--- config.mk ---
export PLATFORM = sky130hd
export DESIGN_NAME = instr_decode_reg
export DESIGN_NICKNAME = d
export VERILOG_FILES = /design/src/rtl/instr_decode_reg.sv
export SDC_FILE = /design/constraint.sdc
export NUM_CORES = 1
export LEC_CHECK = 0
export BUFFER_PORTS_ARGS = -buffer_cell sky130_fd_sc_hd__buf_2
export CELL_PAD_IN_SITES_DETAIL_PLACEMENT = 1
export CELL_PAD_IN_SITES_GLOBAL_PLACEMENT = 1
export CORE_MARGIN = 4
export CORE_UTILIZATION = 32
export CTS_CLUSTER_SIZE = 10
export DETAILED_ROUTE_END_ITERATION = 7
export PLACE_DENSITY = 0.74
export SLEW_MARGIN = 40
export SYNTH_ARGS = -nofsm -noshare
export SYNTH_HDL_FRONTEND = slang
export SYNTH_SLANG_ARGS = --single-unit
export TNS_END_PERCENT = 5
--- constraint.sdc ---
create_clock -name clk -period 4.3 [get_ports clk]
set_input_delay 0.86 -clock clk [delete_from_list [all_inputs] [get_ports clk]]
set_output_delay 0.86 -clock clk [all_outputs]
set_load 0.01 [all_outputs]
--- src/rtl/instr_decode_reg.sv ---
// Decode-stage pipeline register: a two-entry (main + skid) instruction buffer that
// presents MIPS field slices of the main word and a registered in_ready.
module instr_decode_reg #(
  parameter logic [31:0] NOP_INSTR = 32'h00000000
) (
  input  logic        clk,
  input  logic        rst,
  input  logic        flush,
  input  logic        in_valid,
  input  logic [31:0] in_instr,
  input  logic [31:0] in_pc,
  output logic        in_ready,
  output logic        out_valid,
  input  logic        out_ready,
  output logic [31:0] out_pc,
  output logic [5:0]  opcode,
  output logic [4:0]  rs,
  output logic [4:0]  rt,
  output logic [4:0]  rd,
  output logic [4:0]  shamt,
  output logic [5:0]  funct,
  output logic [15:0] imm16,
  output logic [25:0] jaddr,
  output logic        is_rtype
);

  logic        main_valid_q, main_valid_d;
  logic [31:0] main_instr_q, main_instr_d;
  logic [31:0] main_pc_q,    main_pc_d;
  logic        skid_valid_q, skid_valid_d;
  logic [31:0] skid_instr_q, skid_instr_d;
  logic [31:0] skid_pc_q,    skid_pc_d;
  logic        push_s;
  logic        pop_s;

  assign push_s = in_valid && !skid_valid_q;
  assign pop_s  = main_valid_q && out_ready;

  // Next-state selection for the main and skid entries
  always_comb begin
    main_valid_d = main_valid_q;
    main_instr_d = main_instr_q;
    main_pc_d    = main_pc_q;
    skid_valid_d = skid_valid_q;
    skid_instr_d = skid_instr_q;
    skid_pc_d    = skid_pc_q;
    if (flush) begin
      main_valid_d = 1'b0;
      main_instr_d = NOP_INSTR;
      main_pc_d    = 32'd0;
      skid_valid_d = 1'b0;
      skid_instr_d = NOP_INSTR;
      skid_pc_d    = 32'd0;
    end else if (pop_s) begin
      // A full buffer never pushes (in_ready low), so a pop there only promotes skid
      if (skid_valid_q) begin
        main_valid_d = 1'b1;
        main_instr_d = skid_instr_q;
        main_pc_d    = skid_pc_q;
        skid_valid_d = 1'b0;
        skid_instr_d = NOP_INSTR;
        skid_pc_d    = 32'd0;
      end else if (push_s) begin
        main_valid_d = 1'b1;
        main_instr_d = in_instr;
        main_pc_d    = in_pc;
      end else begin
        main_valid_d = 1'b0;
        main_instr_d = NOP_INSTR;
        main_pc_d    = 32'd0;
      end
    end else if (push_s) begin
      if (main_valid_q) begin
        skid_valid_d = 1'b1;
        skid_instr_d = in_instr;
        skid_pc_d    = in_pc;
      end else begin
        main_valid_d = 1'b1;
        main_instr_d = in_instr;
        main_pc_d    = in_pc;
      end
    end else begin
      main_valid_d = main_valid_q;
    end
  end

  // State registers with synchronous reset
  always_ff @(posedge clk) begin
    if (rst) begin
      main_valid_q <= 1'b0;
      main_instr_q <= NOP_INSTR;
      main_pc_q    <= 32'd0;
      skid_valid_q <= 1'b0;
      skid_instr_q <= NOP_INSTR;
      skid_pc_q    <= 32'd0;
    end else begin
      main_valid_q <= main_valid_d;
      main_instr_q <= main_instr_d;
      main_pc_q    <= main_pc_d;
      skid_valid_q <= skid_valid_d;
      skid_instr_q <= skid_instr_d;
      skid_pc_q    <= skid_pc_d;
    end
  end

  // Main word already holds NOP_INSTR when empty, so fields are plain slices
  assign in_ready  = !skid_valid_q;
  assign out_valid = main_valid_q;
  assign out_pc    = main_pc_q;
  assign opcode    = main_instr_q[31:26];
  assign rs        = main_instr_q[25:21];
  assign rt        = main_instr_q[20:16];
  assign rd        = main_instr_q[15:11];
  assign shamt     = main_instr_q[10:6];
  assign funct     = main_instr_q[5:0];
  assign imm16     = main_instr_q[15:0];
  assign jaddr     = main_instr_q[25:0];
  assign is_rtype  = main_valid_q && (main_instr_q[31:26] == 6'b000000);

endmodule
# After elaboration in Yosys (flattened, before gate mapping)
# Cells that the tools add are included.
dict set report totals {
  ff_bits 130
  inputBits 69
  out_inout_bits 109
  wordCells 41
}
dict set report op_classes {
  eq_ne 2
  n_mux 21
  reduce_logical 12
}
# cell count
set op_table {}
lappend op_table {{2-to-1 mux 32 bit} 17}
lappend op_table {{logical NOT 6 bit} 1}
lappend op_table {{2-to-1 mux 1 bit} 4}
lappend op_table {{AND reduction 2 bit} 2}
lappend op_table {{nonzero test 2 bit} 2}
lappend op_table {{logical AND 1 bit} 3}
lappend op_table {{AND reduction 3 bit} 1}
lappend op_table {{OR reduction 3 bit} 1}
lappend op_table {{!= test 2 x 1 -> 1 bit, second input constant} 1}
lappend op_table {{!= test 2 bit, second input constant} 1}
lappend op_table {{OR reduction 2 bit} 1}
lappend op_table {{logical NOT 1 bit} 1}

# Longest topological paths before layout
# Gate-level depths: netlist of the first run.
dict set report logic_depth {
  word_depth 5
  mapped_depth 7
  ltp_nobuf 3
}

# Least setup slack after synthesis of the first run
# Ideal clock, no wire load.
dict set report synth_path {
  path_kind {input to register}
  start {input in_valid}
  end {register main_instr_q[0]}
  setup_ns 0.126
  t_arrival_ns 1.770
  required_time_ns 4.174
  slack_ns 2.404
  cell_stages 5
  path_buffers 2
  cell_sequence {buf_4 -> nor2_1 -> a211oi_4 -> buf_6 -> a221oi_2}
}
dict set report synth_via {
  elab_chain_cells 4
  word_cells_on_any_way 6
  classes_between {mux (3); reduce/logical (3)}
}
# item line
set synth_lines {}
lappend synth_lines {{start, declared} 9} ;# input logic in_valid,
lappend synth_lines {{logical AND 1 bit (*)} 36} ;# assign push_s = in_valid && !skid_valid_q;
lappend synth_lines {{2-to-1 mux 32 bit} 63} ;# end else if (push_s) begin
lappend synth_lines {{2-to-1 mux 32 bit} 56} ;# if (skid_valid_q) begin
lappend synth_lines {{2-to-1 mux 32 bit} 54} ;# end else if (pop_s) begin
lappend synth_lines {{end signal, assigned} 98} ;# main_instr_q <= main_instr_d;
lappend synth_lines {{end, declared} 28} ;# logic [31:0] main_instr_q, main_instr_d;
# Mark *: on every way between the ends. The rest lies on a longest branch, timed or not.
# A chain may end at the register's enable or synchronous reset.

# Worst setup path after layout of the first run
dict set report layout_path {
  start {register main_instr_q[27]}
  end {output is_rtype}
}
dict set report layout_via {
  elab_chain_cells 2
}
# item line
set layout_lines {}
lappend layout_lines {{logical NOT 6 bit} 118} ;# assign is_rtype = main_valid_q && (main_instr_q[31:26] == 6'b000000);
lappend layout_lines {{logical AND 1 bit} 118}
lappend layout_lines {{end, declared} 24} ;# output logic is_rtype
# No other way between the ends.

==> results of run 1 <==
synthesized netlist by cell type (2+ instances only):
| cell | number | area, sq um |
|---|---|---|
| a21oi_1 | 59 | 295 |
| a221oi_1 | 4 | 35.0 |
| a221oi_2 | 60 | 901 |
| a32o_1 | 6 | 60.1 |
| and4_1 | 2 | 17.5 |
| buf_1 | 2 | 7.51 |
| buf_2 | 14 | 70.1 |
| buf_4 | 46 | 345 |
| buf_6 | 14 | 158 |
| clkbuf_1 | 24 | 90.1 |
| dfxtp_1 | 130 | 2600 |
| inv_1 | 66 | 248 |
| nand2_1 | 183 | 687 |
| nor2_1 | 3 | 11.3 |
| o21ai_0 | 65 | 325 |
tightest hold or removal path: stages (launching register included):
cell and delay, ps:
dfxtp_1 300, nand2_1 50, a21oi_1 50
sequential cells by signal, summed over array words and instances, names as in the netlist:
| register | count |
|---|---|
| skid_instr_q | 32 |
| out_valid | 1 |
| skid_pc_q | 32 |
| skid_valid_q | 1 |
| out_pc | 32 |
| main_instr_q | 32 |
per-layer routing:
metal | vias to the layer above | GRT usage, % | share of wire (%)
li1 | 2505 | - | -
met1 | 2454 | 19.3 | 44
met2 | 127 | 29.0 | 49
met3 | 21 | 4.03 | 5.3
met4 | 2 | 4.86 | 1.2
met5 | - | 0 | 0.077
power groups by stage:
| stage | clock network [uW] | logic [uW] | registers (uW) |
|---|---|---|---|
| 6_report | 1560 | 324 | 1260 |
| 5_1_grt | 1650 | 357 | 1260 |
| 4_1_cts | 1590 | 330 | 1260 |
| 3_5_place_dp | 0 | 329 | 1280 |
| 3_3_place_gp | 0 | 310 | 1280 |
| 2_1_floorplan | 0 | 210 | 1290 |
layout make-up:
| type | instances | area share (%) |
|---|---|---|
| Tap cell | 229 | 3.93 |
| Inverter | 66 | 3.40 |
| Clock inverter | 15 | 2.83 |
| Multi-Input combinational cell | 391 | 33.6 |
| Timing Repair Buffer | 191 | 14.7 |
| Sequential cell | 130 | 35.7 |
| Clock buffer | 17 | 5.83 |
through the flow:
| step | util [%] | instance area [sq um] | setup slack, ps |
|---|---|---|---|
| 2_1_floorplan | - | 5940 | 2400 |
| 3_3_place_gp | 36.2 | 6550 | 1190 |
| 3_5_place_dp | 36.8 | 6660 | 1700 |
| 4_1_cts | 40.3 | 7290 | 1770 |
| 5_1_grt | 40.3 | 7290 | 1740 |
| 6_report | 40.3 | 7290 | 1870 |
path summary, 6_finish.rpt:
check             depth (start not counted)            end        startpoint  slack (ps)
hold reg to reg                           2  skid_pc_q[20]     skid_pc_q[20]         450
setup / recovery                          3       is_rtype  main_instr_q[27]        1870
hold / removal                            2  skid_pc_q[20]     skid_pc_q[20]         450
setup reg to reg                          4   skid_pc_q[2]         out_valid        2070
placed cells by master (no fill, tap or decap), types with 3 or more instances in the layout:
master / netlist / final
clkinv_4: 0 / 4
a221oi_1: 4 / 4
inv_6: 0 / 3
buf_4: 46 / 10
buf_2: 14 / 177
o21ai_0: 65 / 65
a221oi_2: 60 / 60
clkbuf_16: 0 / 17
a21oi_1: 59 / 59
bufinv_16: 0 / 4
dfxtp_1: 130 / 130
a32o_1: 6 / 6
buf_16: 0 / 4
inv_1: 66 / 66
nand2_1: 183 / 182
cell families after synthesis:
logic type,after synthesis,synth area share (%)
flip-flops,130,43.8
AND/OR/NAND/NOR,194,12.9
buffers and inverters,166,15.5
AO/OA/AOI/OAI,197,27.8
==> results.md, run 1 <==
- Routed len/inst: 16.3 um
- Resize count post-CTS: 0
- Core region area: 0.0181 sq mm
- Sw Pwr: 806 uW
- Total CTS buffers: 17
- Setup TNS: 0 ps
- Slew headroom: 51.7%
- Multi-input logic area: 0.00245 sq mm
- Final Max Tran Viols: 0
- Register area share after synthesis: 43.8%
- Slowest CP cell: nor4_1
- WP buf/inv: 1
- Final Setup Violations: 0
- Largest net degree at the start of global routing: 69
- CP Class: flip-flop to output port
- Max rail drop VDD: 0.260 mV
- Num rows: 49
- Placed cells: 1007
- Area Growth Syn to Fin: 22.9%
- Die width: 144 um
- RSZ-0062 raised after global routing: no
- CTS sink cnt: 130
- Register bit count reported by yosys: 130
- Period utilization: 56.4%
- Die area: 0.0208 sq mm
- Total area of sequential cells: 0.00260 sq mm
- Die span in y: 144 um
- Total power draw: 3140 uW
- Gpl congestion: 0.714
- Final cell count without fillers: 1039
- Worst EP arrival: 1570 ps
- Final min period: 2430 ps
- Hold_ws: 451 ps
- Leakage: 0.00286 uW
- Initial core utilization: 32.8%
- Ys async rst share: 0%
- First-pass GRT wire length: 26900 um
- Port Buffers: 177
- Power Internal: 2330 uW
- Total track usage: 16.3%
- Clk pwr share: 49.6%
- Clock slew at reported path FFs: 60 ps
- Setup repair bufs after CTS: 0
- Initial DRC count: 182
- CP peak stage delay: 420 ps
- Final Hold Viols: 0
- Post-DP HPWL: 11400 um
- CTS H-tree depth: 4
- TritonCTS clock tree: built
- CP Data Required Time: 3440 ps
- Bufs on Longest Clock Path: 2
- Post-synth EDFFs: 0
- Total congestion overflow: 0
- Total wire length: 16900 um
- Run status: completed
- Worst-skew pair later-pin latency: 410 ps
- Crit-path cells: nor4_1 -> and4_1 -> buf_2
- Pre-antenna DRT Iters: 4
- Sequential share of power: 40.0%
- Syn Inst Count: 687
- Worst-path fanout max: 3
- Fraction of layout cells with a size suffix above 1: 35.8%
- DRC: 0
- Mean Syn Cell Area: 8.64 sq um
- Hold Buf Count CTS: 0
- Post-synth top flop: dfxtp_1
- IO Count: 178
- Synth warn: 0
- Yosys cell types: 24
- Hold WC Path Type: flip-flop to flip-flop
- Post-synthesis cell area: 0.00594 sq mm
- Worst Setup Start Kind: flip-flop
- Slew at the pin with the worst max-slew slack: 722 ps
- Max-cap violations: 0
- Root Buffer: clkbuf_16
- Vias in the first global route: 5068
- ANT nets after route: 0
- Number of fill cells: 2164
- Switching share of total power: 25.7%
- Setup Skew: 7.49 ps
- Via-to-Cell Ratio: 4.92
- Syn nets: 756
- CP delay by family, top: simple AND/OR/NAND/NOR gates
- Antenna violations before repair: 1
- Crit path capture type: output port
- Max Fclk: 0.412 GHz
- PwrDens: 430 mW/mm^2
- Nets: 866
- Gate power share: 10.3%
- Via count: 5109
- Diode count: 0
Power figures use the tool's default switching activity.
==> run 2, diff against run 1 <==
Settings changed: ABC_AREA from default to 1, PLACE_DENSITY 0.74 to 0.81.
Clock period 4.3 ns to 2.1 ns, I/O delays scaled along.
==> run 2 against run 1 <==
Synthesized area is 15% higher. Die area rose by 14%. Highest routed layer unchanged. Via count increased by 34%. First-iteration DRC count grew 30%. Hold slack got worse by 130 ps. Flip-flop and latch count unchanged. Register-to-register slack worse by 1600 ps. Global-route usage rose by 0.77 points.
==> results.md, run 2 <==
- Post-synth top area share: 38.1%
- Adder-Cell Fraction of Synth Area: 0%
- Resize count post-CTS: 0
- Root Buffer: clkbuf_16
- Via count: 6840
- CTS sink cnt: 130
- Setup repair bufs after CTS: 0
- Vias in the first global route: 6796
- Reg2reg start: out_valid
- Run status: completed
- Total CTS buffers: 17
- First-pass GRT wire length: 33200 um
- Synth area leader: dfxtp_1
- Num rows: 53
- Post-Synth Simple-Gate Area: 44.3%
- Worst Hold End: out_pc[6]
- Final Setup Violations: 0
- Die area: 0.0238 sq mm
- Commonest non-fill, non-tap cell in the layout: nand2_1
- Pre-antenna DRT Iters: 4
- Register bit count reported by yosys: 130
- Hold Buf Count CTS: 0
- Max-cap violations: 0
- DRC: 0
- Final cell count without fillers: 1567
- Core region area: 0.0210 sq mm
- Die span in y: 154 um
- Multi-input logic area: 0.00305 sq mm
- Routed len/inst: 12.8 um
- Port Buffers: 177
- ANT nets after route: 0
- Final Max Tran Viols: 0
- Worst-skew pair later-pin latency: 420 ps
- XOR/XNOR Fraction of Synth Area: 0%
- Commonest cells after routing, fill and taps aside: nand2_1, nor2_1, buf_2
- Worst EP arrival: 1330 ps
- CP peak stage delay: 450 ps
- Initial DRC count: 236
- Slew headroom: 67.0%
- Leakage: 0.00460 uW
- Syn Inst Count: 1169
- Final min period: 1750 ps
- Ys async rst share: 0%
- Final Hold Viols: 0
- Synth warn: 0
- CTS H-tree depth: 4
- Nets: 1348
- Initial core utilization: 32.5%
- Mean Syn Cell Area: 5.85 sq um
- Fraction of synthesized area in multiplexers: 0%
- TritonCTS clock tree: built
- Worst-path fanout max: 6
- Max Fclk: 0.570 GHz
- Worst r2r dst: main_instr_q[14]
- Worst R2R Setup Slack: 510 ps
- Synth cell count leaders: nand2_1, nor2_1, inv_1
- PwrDens: 785 mW/mm^2
- CP Class: flip-flop to output port
- Max rail drop VDD: 0.468 mV
- CP Data Required Time: 1680 ps
- Worst Setup Start Kind: flip-flop
- Placed inst area: 0.00763 sq mm
- Bufs on Longest Clock Path: 2
- Clock slew at reported path FFs: 60 ps
- Hold Startpoint: in_pc[6]
- Setup TNS: 0 ps
- RSZ-0062 raised after global routing: no
- Fin area: 0.00824 sq mm
- Period utilization: 83.5%
- Gpl congestion: 0.735
- Post-DP HPWL: 13400 um
- Slew at the pin with the worst max-slew slack: 495 ps
- Post-synth top flop: dfxtp_1
- Diode count: 0
- Complex-gate fraction of the synthesized area: 0.0732%
- Crit path capture type: output port
- Largest net degree at the start of global routing: 90
- Slowest CP cell: dfxtp_1
- Total wire length: 20100 um
- Hold WC Path Type: primary input to flip-flop
- Fraction of layout cells with a size suffix above 1: 18.3%
- Total congestion overflow: 0
- Setup Skew: 9.07 ps
- Die width: 154 um
- Synth area leaders: dfxtp_1, nand2_1, nor2_1
- Via-to-Cell Ratio: 4.37
- Area Growth Syn to Fin: 20.6%
- Placed cells: 1535
- Number of fill cells: 2872
- Total track usage: 17.0%
- Syn nets: 1238
- Largest family of logic cells by synthesized area: simple AND/OR/NAND/NOR gates
- Post-synthesis cell area: 0.00683 sq mm
- Antenna violations before repair: 2
- Yosys cell types: 15
- Register area share after synthesis: 38.1%
- Most numerous cell in the Yosys netlist: nand2_1
- WHS Path Cells: 5
- Worst-case reg-to-reg path depth: 7
- Total area of sequential cells: 0.00260 sq mm
- IO Count: 178
- Crit-path cells: nand4_1 -> nor2_1 -> buf_2
- Post-synth EDFFs: 0
==> run 2: how the worst max path moves through the flow <==
stage / depth (start not counted) / start / to
after floorplan: 7 / out_valid / main_instr_q[10]
after global routing: 3 / out_valid / is_rtype
final: 3 / out_valid / is_rtype
after detailed placement: 9 / out_ready / skid_instr_q[19]
after CTS: 3 / out_valid / is_rtype
after global placement: 8 / out_ready / main_instr_q[29]
==> run 2: logic make-up after synthesis <==
group | after synthesis
simple gates | 784
buf+inv | 254
flops | 130
compound gates | 1
==> run 2: layout make-up <==
type / instances / share of cell area (%)
multi-input cells: 785 / 37.0
flip-flops and latches: 130 / 31.6
inverters: 150 / 6.83
clock inverters: 10 / 1.58
well taps: 275 / 4.17
repair buffers: 195 / 13.0
clock buffers: 22 / 5.88
==> run 2: stage by stage <==
stage,util (%),hold WS (ps),power [uW],setup WS [ps]
global placement,36.3,463,3400,456
finish,39.2,318,6470,346
global route,39.2,322,6780,224
detailed placement,36.3,467,3420,438
CTS,39.2,306,6570,298
floorplan,-,441,3180,755
==> run 2: worst max-delay path, delay by kind of cell, from the launching register on <==
kind                   cells  cell delay (ps)
buffers and inverters      1              140
flip-flops                 1              450
AND/OR/NAND/NOR            2              330
==> run 2: routing by layer <==
metal | up-vias | GRT usage (%) | share of wire (%)
met5 | - | 0 | 0.13
met3 | 26 | 3.91 | 3.9
met4 | 4 | 4.84 | 1.6
met2 | 120 | 30.1 | 49
met1 | 3141 | 20.6 | 45
li1 | 3549 | - | -
==> run 2: power by group <==
group	internal [uW]	switching (uW)	leakage [uW]
sequential	2540	47.5	0.00106
combinational	282	484	0.00324
clock	1980	1130	0.000302
total	4810	1660	0.00460
